<file path="config.mk">
export PLATFORM = sky130hd
export DESIGN_NAME = instruction_fetch
export DESIGN_NICKNAME = d
export VERILOG_FILES = /design/src/rtl/instruction_fetch.sv
export SDC_FILE = /design/constraint.sdc
export NUM_CORES = 1
export LEC_CHECK = 0
export ABC_AREA = 1
export CORE_MARGIN = 2
export CORE_UTILIZATION = 55
export DETAILED_ROUTE_END_ITERATION = 8
export PLACE_DENSITY = 0.83
export SYNTH_ARGS = -nofsm -noshare
export SYNTH_HDL_FRONTEND = slang
export SYNTH_SLANG_ARGS = --single-unit
</file>
<file path="constraint.sdc">
create_clock -name clk -period 2.4 [get_ports clk]
set_input_delay 0.24 -clock clk [delete_from_list [all_inputs] [get_ports clk]]
set_output_delay 0.24 -clock clk [all_outputs]
set_load 0.01 [all_outputs]
</file>
<file path="src/rtl/instruction_fetch.sv">
// IF stage + IF/ID register: PC owner, sync imem addressing, one-entry skid across stalls, branch redirect.
// Latency 2 cycles pc->IF/ID; stall holds everything; optional macro BRANCH_DELAY_SLOT_EN keeps the in-flight slot on redirect.
module instruction_fetch #(
  parameter logic [31:0] RESET_VECTOR = 32'h0000_0000,
  parameter logic [31:0] PC_INCREMENT = 32'd4,
  parameter logic [31:0] NOP_WORD     = 32'h0000_0000
) (
  input  logic        clk,
  input  logic        reset,
  input  logic        stall,
  input  logic        branchTaken,
  input  logic [31:0] branchTarget,
  output logic [31:0] imemAddress,
  input  logic [31:0] imemReadData,
  output logic [31:0] instruction,
  output logic [31:0] programCounterOut,
  output logic        instructionValid
);

  typedef enum logic [1:0] {FILL, RUN, HOLD} state_t;

  state_t      r_state, w_state_nxt;
  logic [31:0] r_pc, w_pc_nxt;
  logic        r_inflight_vld, w_inflight_vld_nxt;
  logic [31:0] r_inflight_pc, w_inflight_pc_nxt;
  logic        r_skid_vld, w_skid_vld_nxt;
  logic [31:0] r_skid_word, w_skid_word_nxt;
  logic [31:0] r_skid_pc, w_skid_pc_nxt;
  logic [31:0] r_instr, w_instr_nxt;
  logic [31:0] r_pc_out, w_pc_out_nxt;
  logic        r_instr_vld, w_instr_vld_nxt;

  // Skid is only ever valid in HOLD, where the in-flight slot has been retired into it.
  logic        w_src_vld;
  logic [31:0] w_src_word, w_src_pc;
  assign w_src_vld  = r_skid_vld | r_inflight_vld;
  assign w_src_word = r_skid_vld ? r_skid_word : imemReadData;
  assign w_src_pc   = r_skid_vld ? r_skid_pc : r_inflight_pc;

  assign imemAddress       = r_pc;
  assign instruction       = r_instr;
  assign programCounterOut = r_pc_out;
  assign instructionValid  = r_instr_vld;

  always_ff @(posedge clk) begin
    if (reset) r_state <= FILL;
    else       r_state <= w_state_nxt;
  end

  always_comb begin
    w_state_nxt = r_state;
    if (branchTaken) begin
`ifdef BRANCH_DELAY_SLOT_EN
      w_state_nxt = (stall && w_src_vld) ? HOLD : FILL;
`else
      w_state_nxt = FILL;
`endif
    end else if (stall) begin
      if (r_state == RUN && r_inflight_vld) w_state_nxt = HOLD;
    end else begin
      w_state_nxt = RUN;
    end
  end

  always_comb begin
    w_pc_nxt           = r_pc;
    w_inflight_vld_nxt = r_inflight_vld;
    w_inflight_pc_nxt  = r_inflight_pc;
    w_skid_vld_nxt     = r_skid_vld;
    w_skid_word_nxt    = r_skid_word;
    w_skid_pc_nxt      = r_skid_pc;
    w_instr_nxt        = r_instr;
    w_pc_out_nxt       = r_pc_out;
    w_instr_vld_nxt    = r_instr_vld;
    if (branchTaken) begin
      w_pc_nxt           = branchTarget;
      w_inflight_vld_nxt = 1'b0;
      w_skid_vld_nxt     = 1'b0;
`ifdef BRANCH_DELAY_SLOT_EN
      if (stall) begin
        w_skid_vld_nxt  = w_src_vld;
        w_skid_word_nxt = w_src_word;
        w_skid_pc_nxt   = w_src_pc;
      end else begin
        w_instr_nxt     = w_src_vld ? w_src_word : NOP_WORD;
        w_pc_out_nxt    = w_src_vld ? w_src_pc + PC_INCREMENT : r_pc_out;
        w_instr_vld_nxt = w_src_vld;
      end
`else
      w_instr_nxt     = NOP_WORD;
      w_instr_vld_nxt = 1'b0;
`endif
    end else if (stall) begin
      // The returning read would be lost while IF/ID is frozen; park it.
      if (r_state == RUN && r_inflight_vld) begin
        w_skid_vld_nxt     = 1'b1;
        w_skid_word_nxt    = imemReadData;
        w_skid_pc_nxt      = r_inflight_pc;
        w_inflight_vld_nxt = 1'b0;
      end
    end else begin
      if (r_state != FILL) begin
        w_instr_nxt     = w_src_vld ? w_src_word : NOP_WORD;
        w_pc_out_nxt    = w_src_vld ? w_src_pc + PC_INCREMENT : r_pc_out;
        w_instr_vld_nxt = w_src_vld;
      end
      w_skid_vld_nxt     = 1'b0;
      w_inflight_vld_nxt = 1'b1;
      w_inflight_pc_nxt  = r_pc;
      w_pc_nxt           = r_pc + PC_INCREMENT;
    end
  end

  always_ff @(posedge clk) begin
    if (reset) begin
      r_pc           <= RESET_VECTOR;
      r_inflight_vld <= 1'b0;
      r_inflight_pc  <= 32'h0;
      r_skid_vld     <= 1'b0;
      r_skid_word    <= 32'h0;
      r_skid_pc      <= 32'h0;
      r_instr        <= NOP_WORD;
      r_pc_out       <= 32'h0;
      r_instr_vld    <= 1'b0;
    end else begin
      r_pc           <= w_pc_nxt;
      r_inflight_vld <= w_inflight_vld_nxt;
      r_inflight_pc  <= w_inflight_pc_nxt;
      r_skid_vld     <= w_skid_vld_nxt;
      r_skid_word    <= w_skid_word_nxt;
      r_skid_pc      <= w_skid_pc_nxt;
      r_instr        <= w_instr_nxt;
      r_pc_out       <= w_pc_out_nxt;
      r_instr_vld    <= w_instr_vld_nxt;
    end
  end

endmodule

</file>
==> impl_results.md, run 1 <==
- Area grow syn2layout: 26.8%
- Crit-path slowest cell: dfxtp_2
- Post-synth top flop: dfxtp_1
- Routed WL per cell: roughly 15 µm
- Post-CTS Setup Inserts: 0
- Root buf cell: clkbuf_16
- Seq cells post-synth: about 200
- Max-cap violations: 0
- Synth area leaders: dfxtp_1, nand2_1, nor2_1
- Total vias in the final route: 9407
- I/O pin count: 165
- Initial antenna violation count: 0
- Max-slew headroom: roughly 65%
- Post-synth EDFFs: 0
- Critical path class: reg -> reg
- Sw Pwr: 0.00189 W
- Busiest grt layer: met2
- Min-Delay Endpoint: imemAddress[4]
- DP Area: between 10000 and 15000 µm²
- End of the worst register-to-register path: programCounterOut[30]
- Antenna cells: 0
- Largest net degree at the start of global routing: 66
- Cell family with most CP delay: simple AND/OR/NAND/NOR gates
- List of most frequent post-synthesis cells: nand2_1, nor2_1, dfxtp_1
- Mapped Cells: between 1000 and 1500
- Distinct cells, synth: between 40 and 50
- Hold Vio Cnt, Final: 0
- Total grt overflow: 0
- H-tree levels: 4
- Post-Route WL: roughly 26 mm
- Global-route wire length before repair: between 40 and 50 mm
- Leak: approximately 4.7 nW
- Detailed Place HPWL: 18.5 mm
- Max VDD drop: around 0.53 mV
- Post-CTS Resized: 0
- Synth Cell Area: about 9300 µm²
- Fin crit share: around 84%
- Syn. warnings: 0
- Synth top area share: a little over two fifths
- Asr flop ratio synth: 0%
- Critical-path cell list: buf_4, nand2_1, o21ai_2, nand2_1, nor2_1, nand3_1, nor2_1, nand2_1, nand2_1, nand3_1, nand2_1, inv_1
- Status: complete, no violations
- Cells after DPL: about 1700
- Final min period: about 2.0 ns
- Comb pwr share: a little over a tenth
- Hold WS: approximately 0.4 ns
- PD cells: slightly above 600 nW/µm²
- Cell taking the most area after synthesis: dfxtp_1
- Layout Nets: about 1600
- Power share of the sequential group: between 40% and 50%
- Die footprint: 17900 µm²
- GRT Util Overall: between 20% and 30%
- Num CTS Buffers: 17
- Sequential cell area fraction in the yosys report: a little over two fifths
- WP data required: 2.74 ns
- Cell depth of the worst setup path: 12
- Drt first-iter violations: 940
- Setup TNS: 0 ns
- Switching Share: a little over a quarter
- Cell with the most instances after synthesis: nand2_1
- Met2 Use GR: between 40% and 50%
- Final std cells w/o fill: about 1700
- Post-Syn Area per Cell: a little under 7 µm²
- F_max: approximately 490 MHz
- FP Rows: 47
- 1st-pass router iterations: 6
- Clk Latency, worst-skew pair: ~0.44 ns
- Clock slew at reported path FFs: ~0.080 ns
- CTS tree: done
- Chip height: approximately 130 µm
- RSZ-0062 raised after global routing: no
- Core ar.: ~17000 µm²
- Crit path capture type: register
- Reg2reg path depth: 12
- Antenna Nets Post-Route: 0
- Finished Core Util: 71.0%
- Tightest Pin Transition: 0.532 ns
- Worst R2R Start: r_skid_vld
- Syn nets: 1421
- Finish-stage setup viols: 0
- Die width: roughly 130 µm
- Worst hold path type: in -> reg
- M1 GR Usage: 41.8%
- Part of the power in the clock network: a little over two fifths
- Most frequent cell on the critical path: nand2_1
- Hold-fix buffers, CTS: 0
- Hold path start: branchTarget[4]
- Worst EP arrival: ~2.4 ns
- Fraction of layout instances using a drive strength above 1: 8.01%
- FF-to-FF setup slack: between 0.3 and 0.4 ns
- CP max FO: 28
- CP max stage delay: around 0.4 ns
- Clock Sinks: ~200
- Setup Skew: 0.00889 ns
- Vias in the first global route: ~8500
- Starting Density: between 50% and 60%
- DRC Markers: 0
- CTS Buffer Depth: 2
- Grt met3 use: around 5.7%
- Buf/Inv on CP: 2
- Design area: 11700 µm²
- Routed vias/inst: between 5 and 6
- Gpl congestion: 1.01
- Port Buffers: ~160
- Total internal power: 0.00539 W
- CP Launch Type: register
- Hold depth: 3
- Fin. max-slew vios: 0
-- cell usage in the layout (no fill, tap or decap), drive strengths merged --
master	synthesis	layout
nand4	8	8
xor2	2	2
o2111ai	3	3
inv	120	127
ha	2	2
dfxtp	195	195
a31oi	7	7
buf	28	27
a211oi	5	5
nor3b	2	2
a22oi	33	33
clkinv	2	6
o311ai	1	1
a21oi	70	70
xnor2	3	3
o211ai	6	6
clkdlybuf4s50	0	164
o21bai	1	1
and2	2	2
o21ai	162	162
nor4	2	2
a22o	2	2
nor3	14	14
nand3b	7	7
nor2	265	265
clkbuf	47	17
a32oi	1	1
clkinvlp	0	1
o221ai	1	1
bufinv	0	3
nand3	78	78
nand2	282	282
-- sequential cells by signal, summed over array words and instances (netlist names) --
register / count
r_skid_vld: 1
imemAddress: 32
r_inflight_pc: 32
programCounterOut: 32
r_skid_pc: 32
r_inflight_vld: 1
r_skid_word: 32
instruction: 32
instructionValid: 1
-- layout make-up --
type                            instances  area [µm²]
Tap cell                              220         275
Clock inverter                         15         215
Inverter                              122         463
Sequential cell                       195        3910
Fill cell                            1381        4790
Timing Repair Buffer                  191        1920
Clock buffer                           17         425
Multi-Input combinational cell        959        4530
-- power groups by stage --
stage	logic (W)	registers, W	clock network, W
finish	0.000772	0.00344	0.00307
global route	0.000846	0.00345	0.00322
CTS	0.000767	0.00344	0.00310
detailed placement	0.000761	0.00351	0
global placement	0.000747	0.00351	0
floorplan	0.000380	0.00351	0
-- kinds of logic after synthesis --
group | Yosys count | share of synthesized area [%]
AO/OA/AOI/OAI | 292 | 17.5
adder cells (fa/ha/maj) | 2 | 0.270
XOR/XNOR | 5 | 0.473
flip-flops | 195 | 42.2
buffers and inverters | 197 | 9.03
AND/OR/NAND/NOR | 660 | 30.5
-- worst min-delay path: cells and delay by family --
kind	cells	cell delay [ns]
AOI/OAI and AO/OA	1	0.07
and+or+nand+nor	1	0.08
buffers and inverters	1	0.42
-- metrics by stage --
stage                     setup WS, ns  power (W)
after CTS                        0.384    0.00730
after global placement           0.334    0.00425
final                            0.378    0.00728
after detailed placement         0.280    0.00427
after global routing             0.176    0.00752
after floorplan                  0.672    0.00389
-- how the worst max path moves through the flow --
stage | end | start | slack (ns)
floorplan | imemAddress[20] | imemAddress[3] | 0.67
global placement | imemAddress[20] | branchTaken | 0.33
detailed placement | imemAddress[20] | branchTaken | 0.28
CTS | programCounterOut[30] | r_skid_vld | 0.38
global route | programCounterOut[30] | r_skid_vld | 0.18
finish | programCounterOut[30] | r_skid_vld | 0.38
-- layer usage --
| layer | vias to the layer above | part of all wire [%] |
|---|---|---|
| li1 | 4665 | - |
| met1 | 4253 | 45 |
| met2 | 440 | 45 |
| met3 | 49 | 7.9 |
| met4 | 0 | 2.1 |
| met5 | - | 0 |
Note: power is estimated with default switching activity, not from simulation.
==> inputs of run 2 (changes only) <==
CORE_UTILIZATION = 48   (was 55)
PLACE_DENSITY = 0.77   (was 0.83)
clock period = 1.82 ns   (was 2.4 ns; I/O delays follow)
==> run 2 against run 1 <==
Against the previous run:
- first-iteration DRC count decreased by 22%
- worst setup slack worse by 0.36 ns
- worst hold slack got worse by 0.074 ns
- core utilization fell by 0.29 points
- flip-flop and latch count stayed put
- critical path depth rose by 2
- count of clock-buffer cells in the layout is 1 higher
- via count increased by 4.6%
- clock skew up 0.0083 ns
- die area up 14%
- critical endpoint is now programCounterOut[26]
- largest cell class unchanged
==> impl_results.md, run 2 (synthesized netlist as in run 1, its figures left out) <==
- Pre-CTS setup slack: -0.0546 ns (-0.335 ns)
- Gpl congestion: 0.958 (-5.6%)
- End of the worst register-to-register path: programCounterOut[26]
- Commonest non-fill, non-tap cell in the layout: nor2_1
- PD cells: 714 nW/µm² (+15%)
- Total grt overflow: 0 (unchanged)
- Area grow syn2layout: 43.9%
- H-tree levels: 4 (unchanged)
- Clock slew at reported path FFs: 0.08 ns (about the same)
- Most frequent cells in the layout: nor2_1, nand2_1, dfxtp_1
- Die width: 143 µm (+6.8%)
- CTS tree: done
- Fraction of layout instances using a drive strength above 1: 20.3% (+12 points)
- Finish-stage setup viols: 0 (unchanged)
- Vias in the first global route: 8969 (+5.1%)
- CTS Buffer Depth: 2 (unchanged)
- Global-route wire length before repair: 44.6 mm (+4.8%)
- Setup Skew: 0.0172 ns (+0.00828 ns)
- Core ar.: 18800 µm² (+14%)
- Worst hold path type: in -> reg
- CP max FO: 5 (-82%)
- CP Launch Type: register
- Post-route setup slack: 0.0222 ns (-0.356 ns)
- Post-Route WL: 28.4 mm (+8.5%)
- Leak: 5.52 nW (+18%)
- Initial antenna violation count: 0 (unchanged)
- Finished Core Util: 70.7% (-0.29 points)
- Hold Vio Cnt, Final: 0 (unchanged)
- Num CTS Buffers: 17 (unchanged)
- Busiest grt layer: met2
- Clock Sinks: 195 (unchanged)
- M1 GR Usage: 38.0% (-3.7 points)
- Root buf cell: clkbuf_16
- Total vias in the final route: 9837 (+4.6%)
- WP data required: 2.17 ns (-0.57 ns)
- Worst R2R Start: r_skid_vld
- Setup TNS: 0 ns (unchanged)
- I/O pin count: 165 (unchanged)
- Max-cap violations: 0 (unchanged)
- Max VDD drop: 0.690 mV (+29%)
- Largest net degree at the start of global routing: 66 (unchanged)
- Starting Density: 49.1% (-6.9 points)
- Hold path start: branchTarget[0]
- GRT Util Overall: 27.3% (-2.1 points)
- Max-slew headroom: 64.4% (-0.10 points)
- Worst EP arrival: 2.15 ns (-0.21 ns)
- 1st-pass router iterations: 5 (-1)
- Met2 Use GR: 43.4% (-1.8 points)
- Routed WL per cell: 15.0 µm (-1.3%)
- Chip height: 143 µm (+6.8%)
- RSZ-0062 raised after global routing: yes
- Reg2reg path depth: 14 (+2)
- F_max: 556 MHz (+12%)
- Hold-fix buffers, CTS: 0 (unchanged)
- Final std cells w/o fill: 1890 (+9.9%)
- Port Buffers: 164 (unchanged)
- Min-Delay Endpoint: imemAddress[0]
- FP Rows: 50 (+6.4%)
- Final min period: 1.80 ns (-0.224 ns)
- Detailed Place HPWL: 20.0 mm (+8.1%)
- FF-to-FF setup slack: 0.02 ns (-0.36 ns)
- Critical path class: reg -> reg
- Antenna Nets Post-Route: 0 (unchanged)
- Hold depth: 3 (unchanged)
- Grt met3 use: 4.83% (-0.84 points)
- Crit path capture type: register
- Hold WS: 0.337 ns (-0.0737 ns)
- Drt first-iter violations: 736 (-22%)
- Die footprint: 20400 µm² (+14%)
- Clk Latency, worst-skew pair: 0.45 ns (about the same)
- Fin crit share: 98.8% (+15 points)
- Status: complete, no violations
- Routed vias/inst: 5.20 (-4.9%)
- DRC Markers: 0 (unchanged)
- Tightest Pin Transition: 0.528 ns (-0.00402 ns)
- Cells after DPL: 1844 (+9.3%)
- Fin. max-slew vios: 0 (unchanged)
- Layout Nets: 1687 (+8.4%)
- Antenna cells: 0 (unchanged)
==> run 2: worst max-delay path by stage <==
stage                   startpoint                     to  slack, ns  depth (start not counted)
finish                  r_skid_vld  programCounterOut[26]       0.02                         14
floorplan           imemAddress[3]        imemAddress[20]       0.09                         12
global placement       branchTaken  programCounterOut[17]      -0.05                          8
CTS                     r_skid_vld  programCounterOut[18]       0.01                         11
global route            r_skid_vld  programCounterOut[30]      -0.06                         14
detailed placement     branchTaken  programCounterOut[17]      -0.05                          8
==> run 2: critical path, cell delays in order (launching register included) <==
cell       delay, ns
dfxtp_4         0.39
buf_12          0.13
clkbuf_16       0.13
nand2_1         0.06
nand2_2         0.09
nand2_2         0.08
buf_4           0.14
nor2_4          0.12
nand2_4         0.09
inv_1           0.08
nand3_1         0.09
nand2_1         0.07
nand3_1         0.12
nand2_1         0.08
inv_1           0.03
==> run 2: what timing repair did <==
action / 4_1_cts / 5_1_grt
setup endpoints to repair: 3 / 31
pin swaps: 0 / 42
resized for setup: 2 / 139
cloned: 0 / 3
buffers inserted: 0 / 11
==> run 2: metal layers <==
metal	routed length, µm	part of all wire (%)
met1	12900	46
met2	13200	47
met3	1690	6.0
met4	486	1.7
met5	0	0
==> run 2: area by class of cell <==
type                    instances  area [µm²]
fillers                      1569        5510
multi-input cells             959        4970
flip-flops and latches        195        3910
repair buffers                322        3060
inverters                     122         463
clock buffers                  18         429
well taps                     260         325
clock inverters                14         158
==> run 2: per-stage QoR <==
step | power [W] | instance area [µm²]
6_report | 0.00952 | 13300
2_1_floorplan | 0.00512 | 9260
3_3_place_gp | 0.00576 | 12100
5_1_grt | 0.00986 | 13300
4_1_cts | 0.00948 | 12700
3_5_place_dp | 0.00577 | 12100
==> run 2: report_power, final <==
part           internal, W  leakage [nW]  switching, W
Sequential         0.00440          1.59      0.000118
Combinational     0.000599          3.65      0.000632
Clock              0.00186         0.282       0.00190
Total              0.00686          5.52       0.00265
